===== src/rtl/fetch_sequencer.sv =====
// fetch_sequencer: instruction-fetch sequencer and program-counter owner.
// Runs FETCH/DECODE/EXECUTE against instruction memory, holds the
// instruction register, and drives the external 2:1 next-address mux bank
// (seq_addr on S0, tgt_addr on S1, addr_sel on S).  The bank output comes
// back on next_pc and is loaded into pc when the execute unit finishes.
//
// Handshake: memory data is taken only in FETCH on a cycle with
// mem_ready=1 (mem_req is held high until then).  exec_done, branch_taken
// and branch_target are taken only in EXECUTE on the exec_done=1 cycle.
// Outside those states the qualifiers are ignored.
module fetch_sequencer #(
   parameter int               ADDR_W   = 8,
   parameter logic [ADDR_W-1:0] RESET_PC = '0,
   parameter logic [7:0]       HALT_OP  = 8'hFF
) (
   input  logic              clk,
   input  logic              rst_n,
   input  logic              run,
   input  logic [7:0]        mem_rdata,
   input  logic              mem_ready,
   input  logic              exec_done,
   input  logic              branch_taken,
   input  logic [ADDR_W-1:0] branch_target,
   input  logic [ADDR_W-1:0] next_pc,
   output logic [ADDR_W-1:0] pc,
   output logic              mem_req,
   output logic [7:0]        ir,
   output logic              ir_valid,
   output logic [ADDR_W-1:0] seq_addr,
   output logic [ADDR_W-1:0] tgt_addr,
   output logic              addr_sel,
   output logic              halted,
   output logic [2:0]        dbg_state
);

   typedef enum logic [2:0] {
      S_IDLE    = 3'd0,
      S_FETCH   = 3'd1,
      S_DECODE  = 3'd2,
      S_EXECUTE = 3'd3,
      S_HALT    = 3'd4
   } state_t;

   state_t            r_state;
   logic [ADDR_W-1:0] r_pc;
   logic [7:0]        r_ir;
   logic              w_in_exec;

   // Sequencer state, program counter and instruction register.
   always_ff @(posedge clk or negedge rst_n) begin
      if (!rst_n) begin
         r_state <= S_IDLE;
         r_pc    <= RESET_PC;
         r_ir    <= 8'h00;
      end else begin
         case (r_state)
            S_IDLE: begin
               if (run) r_state <= S_FETCH;
            end
            S_FETCH: begin
               if (mem_ready) begin
                  r_ir    <= mem_rdata;
                  r_state <= S_DECODE;
               end
            end
            S_DECODE: begin
               r_state <= (r_ir == HALT_OP) ? S_HALT : S_EXECUTE;
            end
            S_EXECUTE: begin
               // Dropping run never aborts; it only decides where we park.
               if (exec_done) begin
                  r_pc    <= next_pc;
                  r_state <= run ? S_FETCH : S_IDLE;
               end
            end
            S_HALT: begin
               r_state <= S_HALT;
            end
            default: begin
               r_state <= S_IDLE;
            end
         endcase
      end
   end

   assign w_in_exec = (r_state == S_EXECUTE);

   // Outputs decoded from the registered state; mux-bank controls follow
   // the live execute-unit inputs so the pc loop closes in one cycle.
   always_comb begin
      pc        = r_pc;
      ir        = r_ir;
      mem_req   = (r_state == S_FETCH);
      ir_valid  = (r_state == S_DECODE);
      halted    = (r_state == S_HALT);
      seq_addr  = r_pc + {{(ADDR_W-1){1'b0}}, 1'b1};
      tgt_addr  = w_in_exec ? branch_target : '0;
      addr_sel  = w_in_exec & exec_done & branch_taken;
      dbg_state = r_state;
   end

endmodule


===== config.mk =====
export PLATFORM = sky130hd
export DESIGN_NAME = fetch_sequencer
export DESIGN_NICKNAME = d
export VERILOG_FILES = /design/src/rtl/fetch_sequencer.sv
export SDC_FILE = /design/constraint.sdc
export NUM_CORES = 1
export LEC_CHECK = 0
export ABC_CLOCK_PERIOD_IN_PS = 1700
export BUFFER_PORTS_ARGS = -buffer_cell sky130_fd_sc_hd__clkbuf_2
export CAP_MARGIN = 10
export CORE_MARGIN = 10
export CORE_UTILIZATION = 35
export DETAILED_ROUTE_END_ITERATION = 8
export HOLD_SLACK_MARGIN = 0.02
export PLACE_DENSITY = 0.76
export SLEW_MARGIN = 30
export SYNTH_ARGS = -nofsm -noshare
export SYNTH_HDL_FRONTEND = slang
export SYNTH_SLANG_ARGS = --single-unit

===== constraint.sdc =====
create_clock -name clk -period 1.7 [get_ports clk]
set_input_delay 0.17 -clock clk [delete_from_list [all_inputs] [get_ports clk]]
set_output_delay 0.17 -clock clk [all_outputs]
set_load 0.005 [all_outputs]

== After elaboration in Yosys (flattened, before gate mapping) ==
Index checks and enable logic that the tools add are counted.

* Add/sub/neg operators: 1
* Reduce and logical (&&, ||, !) cells: 4
* $mul: 0
* Mux-type cells: 7
* Div/mod/pow operators: 0
* Bitwise operators: 2
* Shifts and indexed selects: 0
* Equal/unequal tests: 8
* $lt $le $gt $ge: 0

{| class="wikitable"
|+ Operators with widths
! kind !! count
|-
| one-hot mux 3 bit (5 select lines) || 1
|-
| two-way mux 3 bit || 4
|-
| adder 8 x 1 -> 8 bit, second input constant || 1
|-
| == test 8 bit, second input constant || 1
|-
| two-way mux 8 bit || 1
|-
| == test 3 x 2 -> 1 bit, second input constant || 2
|-
| inequality test 2 bit, second input constant || 3
|-
| AND reduction 2 bit || 2
|-
| == test 3 x 1 -> 1 bit, second input constant || 1
|-
| == test 3 bit, second input constant || 1
|-
| zero test 3 bit || 1
|-
| AND reduction 3 bit || 1
|-
| AND 1 bit || 2
|-
| two-way mux 1 bit || 1
|}

* Memories: 0
* Bits in registers: 19
* Latch bits: 0
* Memory bits (writable): 0
* Bits in read-only memories: 0
* Word-level logic and storage cells: 25

== Logic depth before layout (Yosys ltp) ==
* Word-level depth: 3
* Gate-level depth with buffers: 5

== Least setup slack after synthesis ==
No wires, ideal clock.

* Kind: flip-flop to flip-flop
* Start point: reg r_state[0] (netlist: dbg_state[0])
* End point: reg r_ir[0] (netlist: ir[0])
* Cell stages (with the launch flop): 6
* Setup slack: 0.238 ns
* Path buffers: 1
* Arrival time: 1.337 ns
* Cells stage by stage: dfrtp_1 nor2b_2 nor2b_4 and2_4 buf_12 mux2_4

* Word-level cells in the longest chain between the ends: 2

{| class="wikitable"
|+ Ends and longest elaborated chain
! what !! RTL line !! RTL
|-
| start, declared || 44 || <nowiki>state_t r_state;</nowiki>
|-
| start signal, assigned || 67 || <nowiki>r_state <= (r_ir == HALT_OP) ? S_HALT : S_EXECUTE;</nowiki>
|-
| start signal, assigned || 73 || <nowiki>r_state <= run ? S_FETCH : S_IDLE;</nowiki>
|-
| == test 3 x 1 -> 1 bit || n/a ||
|-
| via mem_req || 26 || <nowiki>output logic mem_req,</nowiki>
|-
| AND reduction 2 bit (no source line) || n/a ||
|-
| end signal, assigned || 62 || <nowiki>r_ir <= mem_rdata;</nowiki>
|-
| end, declared || 46 || <nowiki>logic [7:0] r_ir;</nowiki>
|}

The timed path passes the listed nets, and every way through them passes these cells.
A chain may end at the register's enable or synchronous reset.

== Worst setup path in the final report ==
* Start point: reg r_pc[1] (netlist: pc[1])
* End point: out seq_addr[6]

* Word-level cells in the longest chain between the ends: 1

{| class="wikitable"
|+ Ends and longest elaborated chain
! what !! RTL line !! RTL
|-
| start, declared || 45 || <nowiki>logic [ADDR_W-1:0] r_pc;</nowiki>
|-
| start signal, assigned || 72 || <nowiki>r_pc <= next_pc;</nowiki>
|-
| adder 8 x 1 -> 8 bit || 96 || <nowiki>seq_addr = r_pc + {{(ADDR_W-1){1'b0}}, 1'b1};</nowiki>
|-
| end, declared || 29 || <nowiki>output logic [ADDR_W-1:0] seq_addr,</nowiki>
|}

Every way passes these cells.

==> run metrics <==
Required @ worst endpoint between 1500 and 2000 ps; P per Cell Area around 1700 mW/mm^2; leading area contributor after synthesis dfrtp_1; HPWL after DPL between 2000 and 3000 um; Hold Path Origin mem_rdata[5]; share of post-route cells with drive strength above 1 0.621; clock buffer depth 2; Starting Density 0.360; Synth Area per Inst 12.6 sq um; RSZ-0062 raised after global routing no; Worst Tran Pin Value 465 ps; Placed Instances 187; die width approximately 76 um; CP endpoint kind output pin; GP Congestion between 0.7 and 0.8; skew final about 3.4 ps; number of fill cells 294; die area ~0.0057 sq mm; crit path kind reg2out; area post-placement 0.00145 sq mm; VDD IR max 0.485 mV; part of the cycle the worst path needs 0.943; routed wire length about 3200 um; Tot GR Track Use 0.104; DRT Pass-1 Iters 4; Synth Warn # 0; startpoint types register; Final min period approximately 1600 ps; # DRC 0; setup tns final 0 ps; Iter 0 DRT Violations 28; multi-input logic area around 560 sq um; R2R Path End ir[0]; status complete, no violations; first-pass GRT wire length ~4700 um; hold crit path type in2reg; reg2reg start dbg_state[1]; sequential cell area around 480 sq um; MaxCap Viol Count 0; syn nets 117; clk root buf clkbuf_4; Post-Layout Cell Count slightly below 200; Ports 69; hold slack final approximately 110 ps; post-synth top area share 0.440; grt ovf 0; Worst Path Buf+Inv 1; CTS clock-pin slew for the worst setup and hold paths about 100 ps; CTS tree yes; Area contributors post-synth dfrtp_1 44%, mux2_4 22%, and3_1 4.6%; # rows 20; Hold Path Depth 2; Layout Nets 193; synth unique cells 28; worst-path cell chain ha_1, nand3_1, nor2_2, xor2_1, clkbuf_2; slowest CP cell dfrtp_1; Post-DRT Antenna Nets 0; worst-path fanout max 4; R2R setup slack ~350 ps; I/O Buffers between 60 and 70; initial antenna violation count 0; TritonCTS Buffers 3; clock network latency to the later pin of the worst-skew pair 280 ps; CTS Sinks 19; Avg WL per Cell between 15 and 20 um; count of final hold-check violations 0; core area roughly 0.0030 sq mm; CTS H-tree depth 1; routed vias/inst slightly below 5; fin area roughly 0.0015 sq mm; vias in the first global route between 900 and 1000; die height between 70 and 80 um; Final Setup Violations 0; Leak Pwr 0.854 nW; crit path DAT 1430 ps; ant diodes 0; cell count after synthesis 86; Area Growth Syn to Fin 39.3%; largest net degree at the start of global routing 20; synthesis-stage register bit count 19; Synth Cell Area between 0.001 and 0.0015 sq mm; slew margin rel. 0.690; worst r2r path cells 3; sequential element share of the synthesized area 0.440; fmax approximately 620 MHz; Via Count ~960; CP max stage delay 400 ps; Tot Pwr 2.59 mW; Crit path max-delay family flip-flops; Slew Limit Fails 0; Hold EP ir[5]
[how the worst max path moves through the flow]
stage / depth (start not counted) / slack [ps] / to / startpoint
after global placement: 3 / 330 / ir[0] / dbg_state[1]
final: 5 / 100 / seq_addr[6] / pc[1]
after CTS: 5 / 20 / seq_addr[6] / pc[1]
after global routing: 5 / 0.4 / seq_addr[6] / pc[1]
after detailed placement: 3 / 280 / ir[2] / dbg_state[1]
after floorplan: 5 / 240 / ir[0] / dbg_state[0]
[state kept, by name (all words and copies together) (netlist names)]
name and count:
dbg_state 3, ir 8, pc 8
[cells by family after synthesis]
family,count (synthesis),share of synthesized area
AOI/OAI and AO/OA,7,0.0417
buffers and inverters,5,0.0394
muxes,17,0.232
adders and majority gates,1,0.0116
xor gates and xnor gates,6,0.0487
DFF,19,0.440
and+or+nand+nor,31,0.187
[synth_stat cells (all sizes together)]
| master | n |
|---|---|
| a21o | 1 |
| a21oi | 2 |
| a31oi | 1 |
| and2 | 3 |
| and3 | 8 |
| and4 | 1 |
| buf | 2 |
| clkbuf | 1 |
| dfrtp | 19 |
| ha | 1 |
| inv | 2 |
| mux2 | 16 |
| mux2i | 1 |
| nand2 | 4 |
| nand2b | 1 |
| nand3 | 3 |
| nand4 | 3 |
| nor2 | 5 |
| nor2b | 2 |
| nor3b | 1 |
| o21ai | 2 |
| o32a | 1 |
| xnor2 | 4 |
| xor2 | 2 |
[layout make-up]
class,instances,area share
inverter,2,0.00499
tap,33,0.0275
multi-input combinational,62,0.375
timing repair buffer,74,0.258
sequential,19,0.317
clock buffer,4,0.0175
[placed cells by master (no fill, tap or decap), drive strengths merged]
| master | synthesis | final |
|---|---|---|
| mux2i | 1 | 1 |
| dfrtp | 19 | 19 |
| xnor2 | 4 | 4 |
| nand4 | 3 | 3 |
| a31oi | 1 | 1 |
| and2 | 3 | 3 |
| o32a | 1 | 1 |
| nand2 | 4 | 4 |
| nor2b | 2 | 2 |
| nand2b | 1 | 1 |
| buf | 2 | 5 |
| dlygate4sd3 | 0 | 1 |
| inv | 2 | 2 |
| mux2 | 16 | 16 |
| a21o | 1 | 1 |
| nor2 | 5 | 5 |
| nand3 | 3 | 3 |
| xor2 | 2 | 2 |
| and3 | 8 | 8 |
| a21oi | 2 | 2 |
| nor3b | 1 | 1 |
| and4 | 1 | 1 |
| o21ai | 2 | 2 |
| ha | 1 | 1 |
| clkbuf | 1 | 72 |
[through the flow]
stage	utilization	worst slack, ps
after floorplan	-	238
after global placement	0.483	329
after detailed placement	0.483	278
after CTS	0.498	22.2
after global routing	0.501	0.423
final	0.501	97.2
[power by group]
part           switching [mW]  leakage [nW]  internal, mW  total, mW
registers               0.267         0.226         0.673      0.941
clock network           0.127        0.0150        0.0910      0.218
logic                   0.575         0.612         0.857       1.43
total                   0.969         0.854          1.62       2.59
[routing by layer]
layer / wire [um] / GRT usage
met4: 22 / 0.0330
met2: 1590 / 0.183
met3: 313 / 0.0313
met5: 0 / 0
met1: 1220 / 0.116
[what timing repair did]
action,CTS,global route
resized for setup,1,1
hold buffers,1,0
endpoints found under the hold margin,19,0
pin swaps,0,0
buffers inserted,1,1
endpoints found under the setup margin,2,1
(Power assumes the default switching activity.)
